--- src/rtl/rx_module_if.sv ---
// UART receive bus: serial line and enable toward the receiver, byte/done/error back.
// master drives the line and enable; slave is the receive engine.
interface rx_module_if;
   logic       RX_Pin_In;
   logic       Rx_En_Sig;
   logic       Rx_Done_Sig;
   logic [7:0] Rx_Data;
   logic       Rx_Err_Sig;

   modport master (
      output RX_Pin_In,
      output Rx_En_Sig,
      input  Rx_Done_Sig,
      input  Rx_Data,
      input  Rx_Err_Sig
   );

   modport slave (
      input  RX_Pin_In,
      input  Rx_En_Sig,
      output Rx_Done_Sig,
      output Rx_Data,
      output Rx_Err_Sig
   );
endinterface

--- src/rtl/rx_module.sv ---
// UART receive engine: start, 8 data bits LSB-first, optional even parity, 1 stop.
// Define RX_PARITY_EN to expect a parity bit between data bit 7 and the stop bit.
module rx_module #(
   parameter logic [15:0] BIT_CYCLES  = 16'd5208,
   parameter logic [15:0] HALF_CYCLES = 16'd2604
) (
   input  logic        CLK,
   input  logic        RST,
   rx_module_if.slave  rx_bus
);

   typedef enum logic [2:0] {
      IDLE,
      START,
      DATA,
      PARITY,
      STOP,
      DONE
   } state_t;

   state_t      state;
   logic        s1, s2, s3;
   logic        v1, v2, armed;
   logic        fall;
   logic [15:0] cnt;
   logic [3:0]  idx;
   logic [7:0]  shreg;
   logic        done_q;
   logic [7:0]  data_q;
   logic        err_q;
`ifdef RX_PARITY_EN
   logic        par_bit;
`endif

   // v1/v2 mark when s1/s2 hold real line samples rather than reset values;
   // armed requires one genuine high so a line held low through reset is not a start.
   always_ff @(posedge CLK) begin
      if (RST) begin
         s1    <= 1'b1;
         s2    <= 1'b1;
         s3    <= 1'b1;
         v1    <= 1'b0;
         v2    <= 1'b0;
         armed <= 1'b0;
      end else begin
         s1 <= rx_bus.RX_Pin_In;
         s2 <= s1;
         s3 <= s2;
         v1 <= 1'b1;
         v2 <= v1;
         if (v2 && s2)
            armed <= 1'b1;
      end
   end

   assign fall = armed & s3 & ~s2;

   always_ff @(posedge CLK) begin
      if (RST) begin
         state   <= IDLE;
         cnt     <= '0;
         idx     <= '0;
         shreg   <= '0;
         done_q  <= 1'b0;
         data_q  <= '0;
         err_q   <= 1'b0;
`ifdef RX_PARITY_EN
         par_bit <= 1'b0;
`endif
      end else begin
         done_q <= 1'b0;
         case (state)
            IDLE: begin
               cnt <= '0;
               if (fall && rx_bus.Rx_En_Sig)
                  state <= START;
            end

            START: begin
               if (cnt == HALF_CYCLES && s2) begin
                  cnt   <= '0;
                  state <= IDLE;
               end else if (cnt == BIT_CYCLES - 16'd1) begin
                  cnt   <= '0;
                  idx   <= '0;
                  state <= DATA;
               end else begin
                  cnt <= cnt + 16'd1;
               end
            end

            DATA: begin
               if (cnt == HALF_CYCLES)
                  shreg[idx[2:0]] <= s2;
               if (cnt == BIT_CYCLES - 16'd1) begin
                  cnt <= '0;
                  if (idx == 4'd7) begin
`ifdef RX_PARITY_EN
                     state <= PARITY;
`else
                     state <= STOP;
`endif
                  end else begin
                     idx <= idx + 4'd1;
                  end
               end else begin
                  cnt <= cnt + 16'd1;
               end
            end

`ifdef RX_PARITY_EN
            PARITY: begin
               if (cnt == HALF_CYCLES)
                  par_bit <= s2;
               if (cnt == BIT_CYCLES - 16'd1) begin
                  cnt   <= '0;
                  state <= STOP;
               end else begin
                  cnt <= cnt + 16'd1;
               end
            end
`endif

            // Outputs are loaded at the stop sample so the pulse spans exactly the DONE cycle.
            STOP: begin
               if (cnt == HALF_CYCLES) begin
                  cnt    <= '0;
                  done_q <= 1'b1;
                  data_q <= shreg;
`ifdef RX_PARITY_EN
                  err_q  <= ~s2 | (^{shreg, par_bit});
`else
                  err_q  <= ~s2;
`endif
                  state  <= DONE;
               end else begin
                  cnt <= cnt + 16'd1;
               end
            end

            DONE: begin
               cnt   <= '0;
               state <= IDLE;
            end

            default: begin
               cnt   <= '0;
               state <= IDLE;
            end
         endcase
      end
   end

   assign rx_bus.Rx_Done_Sig = done_q;
   assign rx_bus.Rx_Data     = data_q;
   assign rx_bus.Rx_Err_Sig  = err_q;

endmodule

--- src/flat_wrapper.sv ---
// flat-port wrapper written by rule: the top's interface ports become plain ports
module rx_module_flat 
#(
   parameter logic [15:0] BIT_CYCLES  = 16'd5208,
   parameter logic [15:0] HALF_CYCLES = 16'd2604
)
  (CLK, RST, rx_bus_RX_Pin_In, rx_bus_Rx_En_Sig, rx_bus_Rx_Done_Sig, rx_bus_Rx_Data, rx_bus_Rx_Err_Sig);
  rx_module_if rx_bus_i ();
  input  logic CLK;
  input  logic RST;
  input wire logic [$bits(rx_bus_i.RX_Pin_In)-1:0] rx_bus_RX_Pin_In;
  input wire logic [$bits(rx_bus_i.Rx_En_Sig)-1:0] rx_bus_Rx_En_Sig;
  output wire logic [$bits(rx_bus_i.Rx_Done_Sig)-1:0] rx_bus_Rx_Done_Sig;
  output wire logic [$bits(rx_bus_i.Rx_Data)-1:0] rx_bus_Rx_Data;
  output wire logic [$bits(rx_bus_i.Rx_Err_Sig)-1:0] rx_bus_Rx_Err_Sig;
  assign rx_bus_i.RX_Pin_In = rx_bus_RX_Pin_In;
  assign rx_bus_i.Rx_En_Sig = rx_bus_Rx_En_Sig;
  assign rx_bus_Rx_Done_Sig = rx_bus_i.Rx_Done_Sig;
  assign rx_bus_Rx_Data = rx_bus_i.Rx_Data;
  assign rx_bus_Rx_Err_Sig = rx_bus_i.Rx_Err_Sig;
  rx_module #(.BIT_CYCLES(BIT_CYCLES), .HALF_CYCLES(HALF_CYCLES)) u_core (.CLK(CLK), .RST(RST), .rx_bus(rx_bus_i));
endmodule
--- config.mk ---
export PLATFORM = sky130hd
export DESIGN_NAME = rx_module_flat
export DESIGN_NICKNAME = d
export VERILOG_FILES = /design/src/rtl/rx_module_if.sv /design/src/rtl/rx_module.sv /design/src/flat_wrapper.sv
export SDC_FILE = /design/constraint.sdc
export NUM_CORES = 1
export LEC_CHECK = 0
export ABC_CLOCK_PERIOD_IN_PS = 1900
export CORE_MARGIN = 1.5
export CORE_UTILIZATION = 53
export CTS_CLUSTER_SIZE = 28
export DETAILED_ROUTE_END_ITERATION = 10
export PLACE_DENSITY = 0.82
export SYNTH_ARGS = -nofsm -noshare
export SYNTH_HDL_FRONTEND = slang
export SYNTH_SLANG_ARGS = --single-unit
--- constraint.sdc ---
create_clock -name CLK -period 1.9 [get_ports CLK]
set_input_delay 0.285 -clock CLK [delete_from_list [all_inputs] [get_ports CLK]]
set_output_delay 0.285 -clock CLK [all_outputs]
set_load 0.01 [all_outputs]
==> results.json <==
{
  "fp.dieH_microns": 68.2,
  "finClkSkew_ns": 0.00993,
  "first_iter_violations": 151,
  "regArea_sq_um": 943,
  "cp-end-kind": "register",
  "dieArea_sq_um": 4650,
  "async_reset_ff_share_pct": 0,
  "vdd_drop_max_uv": 502,
  "hold_ws_ns": 0.421,
  "pwr-share-comb_pct": 3.0,
  "regToRegEndpoint": "u_core.idx[3]",
  "final_util_pct": 65.4,
  "power.density_nw_per_um2": 675,
  "slowest_stage": "a2111o_1",
  "ant_nets": 0,
  "hold_class": "register to register",
  "yosys_most_used_dff": "dfxtp_1",
  "worst_pin_slew_ns": 0.399,
  "status": "completed",
  "slew_violations": 0,
  "ys_top_cells_by_count": "dfxtp_1, nand2_1, a21oi_1",
  "wirelength_microns": 4510,
  "diodes": 0,
  "grt_overflow_total": 0,
  "regToRegStartpoint": "u_core.cnt[1]",
  "p_sw_share_pct": 21.1,
  "gp_congestion": 0.875,
  "setup_viol": 0,
  "critical_path_class": "register to register",
  "post_cts_buffers": 0,
  "fin_area_sq_um": 2660,
  "cts_tree": "built",
  "seqPwrFrac_pct": 55.5,
  "min_period_ns": 1.85,
  "clock_sinks": 47,
  "core_sq_um": 4060,
  "post-route-period-util_pct": 97.1,
  "worst_ep_arrival_time_ns": 2.06,
  "cts_buffers": 5,
  "cp.required_ns": 2.12,
  "place_hpwl_microns": 3090,
  "path_max_fanout": 5,
  "ys_seq_area_share_pct": 41.8,
  "antenna_found_initial": 0,
  "yosysWarnings": 0,
  "syn_area_sq_um": 2250,
  "start_util_pct": 55.5,
  "clock_tree.root_cell": "clkbuf_8",
  "rsz0062_at_grt": "yes",
  "insertion_delay_ns": 0.31,
  "hold_viol": 0,
  "htreeDepth": 2,
  "intPower_uw": 1410,
  "layout-drive-gt1-share_pct": 18.9,
  "slew_headroom_pct": 73.3,
  "max_stage_delay_ns": 0.38,
  "yosysTopAreaCell": "dfxtp_1",
  "synth_top_cell_area_share_pct": 41.8,
  "grt_pass1_vias": 1743,
  "drt_pre_antenna_iters": 4,
  "synth.avg_cell_area_sq_um": 9.05,
  "cp-endpoint": "u_core.idx[3]",
  "place_area_sq_um": 2510,
  "vias_per_cell": 5.73,
  "synth_edf_count": 0,
  "route.detailed.drc": 0,
  "clk_path_buf_depth": 2,
  "startpoint": "u_core.cnt[1]",
  "synth_area_leaders": "dfxtp_1, a21oi_1, nor2_4, nand3_1, nand2_1",
  "grt_usage_pct": 21.6,
  "avgRoutedWirePerCell_microns": 13.9,
  "maxCapViolations": 0,
  "p_sw_uw": 379,
  "multi_input_area_sq_um": 1200,
  "portBuffers": 13,
  "rows": 23,
  "r2r.worst_path.cells": 7,
  "die_width_microns": 68.2,
  "syn_nets": 256,
  "r2r_slack_ns": 0.05,
  "vias": 1863,
  "area_growth_pct": 17.8,
  "path_clk_slew_ns": 0.09,
  "clockPowerShare_pct": 41.4,
  "fmax_mhz": 542,
  "leakage_uw": 0.000870,
  "nFillCells": 350,
  "worst_setup_path_start_kind": "register",
  "io_pins": 14,
  "crit_chain": "inv_1 -> ha_2 -> and4b_1 -> and4_1 -> a211o_1 -> a2111o_1 -> o31ai_1",
  "grt_first_pass_wirelength_microns": 7620,
  "ys_ff_latch": 47,
  "synth_cell_types": 53,
  "yosysMostFrequentCell": "dfxtp_1",
  "nets": 281,
  "grt_start_max_net_pins": 17,
  "power_uw": 1790,
  "syn_inst": 249
}
==> metal layers <==
metal | part of all wire [%] | up-vias | track usage, %
li1 | - | 943 | -
met1 | 45 | 869 | 25.3
met2 | 50 | 43 | 39.2
met3 | 3.3 | 8 | 3.95
met4 | 1.4 | 0 | 7.50
met5 | 0 | - | 0
==> kinds of logic after synthesis <==
logic type | Yosys count | share of synthesized area [%]
and+or+nand+nor | 113 | 31.1
DFF | 47 | 41.8
AOI/OAI and AO/OA | 45 | 13.5
buffers and inverters | 26 | 6.05
xor gates and xnor gates | 14 | 5.44
adders and majority gates | 3 | 1.67
muxes | 1 | 0.444
==> registers in the layout (all words and copies together) (netlist names) <==
register / cells
u_core.v2: 1
u_core.state: 3
u_core.shreg: 8
u_core.idx: 4
u_core.s1: 1
u_core.rx_bus.Rx_Done_Sig: 1
u_core.rx_bus.Rx_Err_Sig: 1
u_core.armed: 1
u_core.v1: 1
u_core.s2: 1
u_core.s3: 1
u_core.rx_bus.Rx_Data: 8
u_core.cnt: 16
==> worst max-delay path, delay by kind of cell (launching register included) <==
kind,cells,cell delay (ns)
buf+inv,1,0.06
fa+ha+maj,1,0.17
simple gates,2,0.39
compound gates,3,0.80
flops,1,0.35
==> through the flow <==
step           cells  setup TNS (ns)  worst slack (ns)
5_1_grt          325          -0.130           -0.0587
3_5_place_dp     317        -0.00357          -0.00357
4_1_cts          325               0            0.0263
3_3_place_gp     317               0            0.0398
2_1_floorplan    249               0            0.0163
6_report         325               0            0.0548
==> cell usage in the layout, fill, tap and decap left out, types with 3 or more instances in the layout <==
master           netlist  layout
nand3_1               16      16
and3_1                 3       3
nand2b_1               5       5
nor2_1                14      14
clkbuf_8               0       5
xor2_1                 6       6
a221oi_1               3       3
dfxtp_1               47      45
or3_1                  3       3
nor4bb_1               3       3
nand2_1               20      20
and2_1                 4       4
nor2_4                 8       8
o21ai_0                5       5
o41ai_1                4       4
inv_1                 11      10
a21oi_1               18      17
nand4_1                6       6
buf_4                  1      19
xnor2_1                8       8
or2_2                  3       3
o311ai_1               3       3
clkdlybuf4s50_1        0      13
==> area by class of cell <==
| class | instances | area share [%] |
|---|---|---|
| clock buffers | 5 | 2.59 |
| clock inverters | 3 | 1.79 |
| inverters | 11 | 1.56 |
| multi-input cells | 176 | 45.1 |
| flip-flops and latches | 47 | 35.5 |
| well taps | 50 | 2.36 |
| repair buffers | 33 | 11.0 |
==> how the worst min path moves through the flow <==
stage	to	slack (ns)	startpoint	cells past startpoint
2_1_floorplan	u_core.v2	0.36	RST	1
3_3_place_gp	u_core.s2	0.40	u_core.s1	1
3_5_place_dp	u_core.s2	0.40	u_core.s1	1
4_1_cts	u_core.s2	0.43	u_core.s1	1
5_1_grt	u_core.s2	0.44	u_core.s1	1
6_report	u_core.s2	0.42	u_core.s1	1
==> power groups by stage <==
| stage | combinational (uW) | clock [uW] | sequential [uW] |
|---|---|---|---|
| 2_1_floorplan | 33.1 | 0 | 1020 |
| 3_3_place_gp | 52.5 | 0 | 1020 |
| 3_5_place_dp | 53.3 | 0 | 1020 |
| 4_1_cts | 53.7 | 765 | 996 |
| 5_1_grt | 59.4 | 794 | 997 |
| 6_report | 54.0 | 743 | 996 |
==> repair_timing <==
item,4_1_cts,5_1_grt
resized for setup,2,6
endpoints found under the setup margin,1,17
hold buffers,0,0
pin swaps,1,3
(Power assumes the default switching activity.)
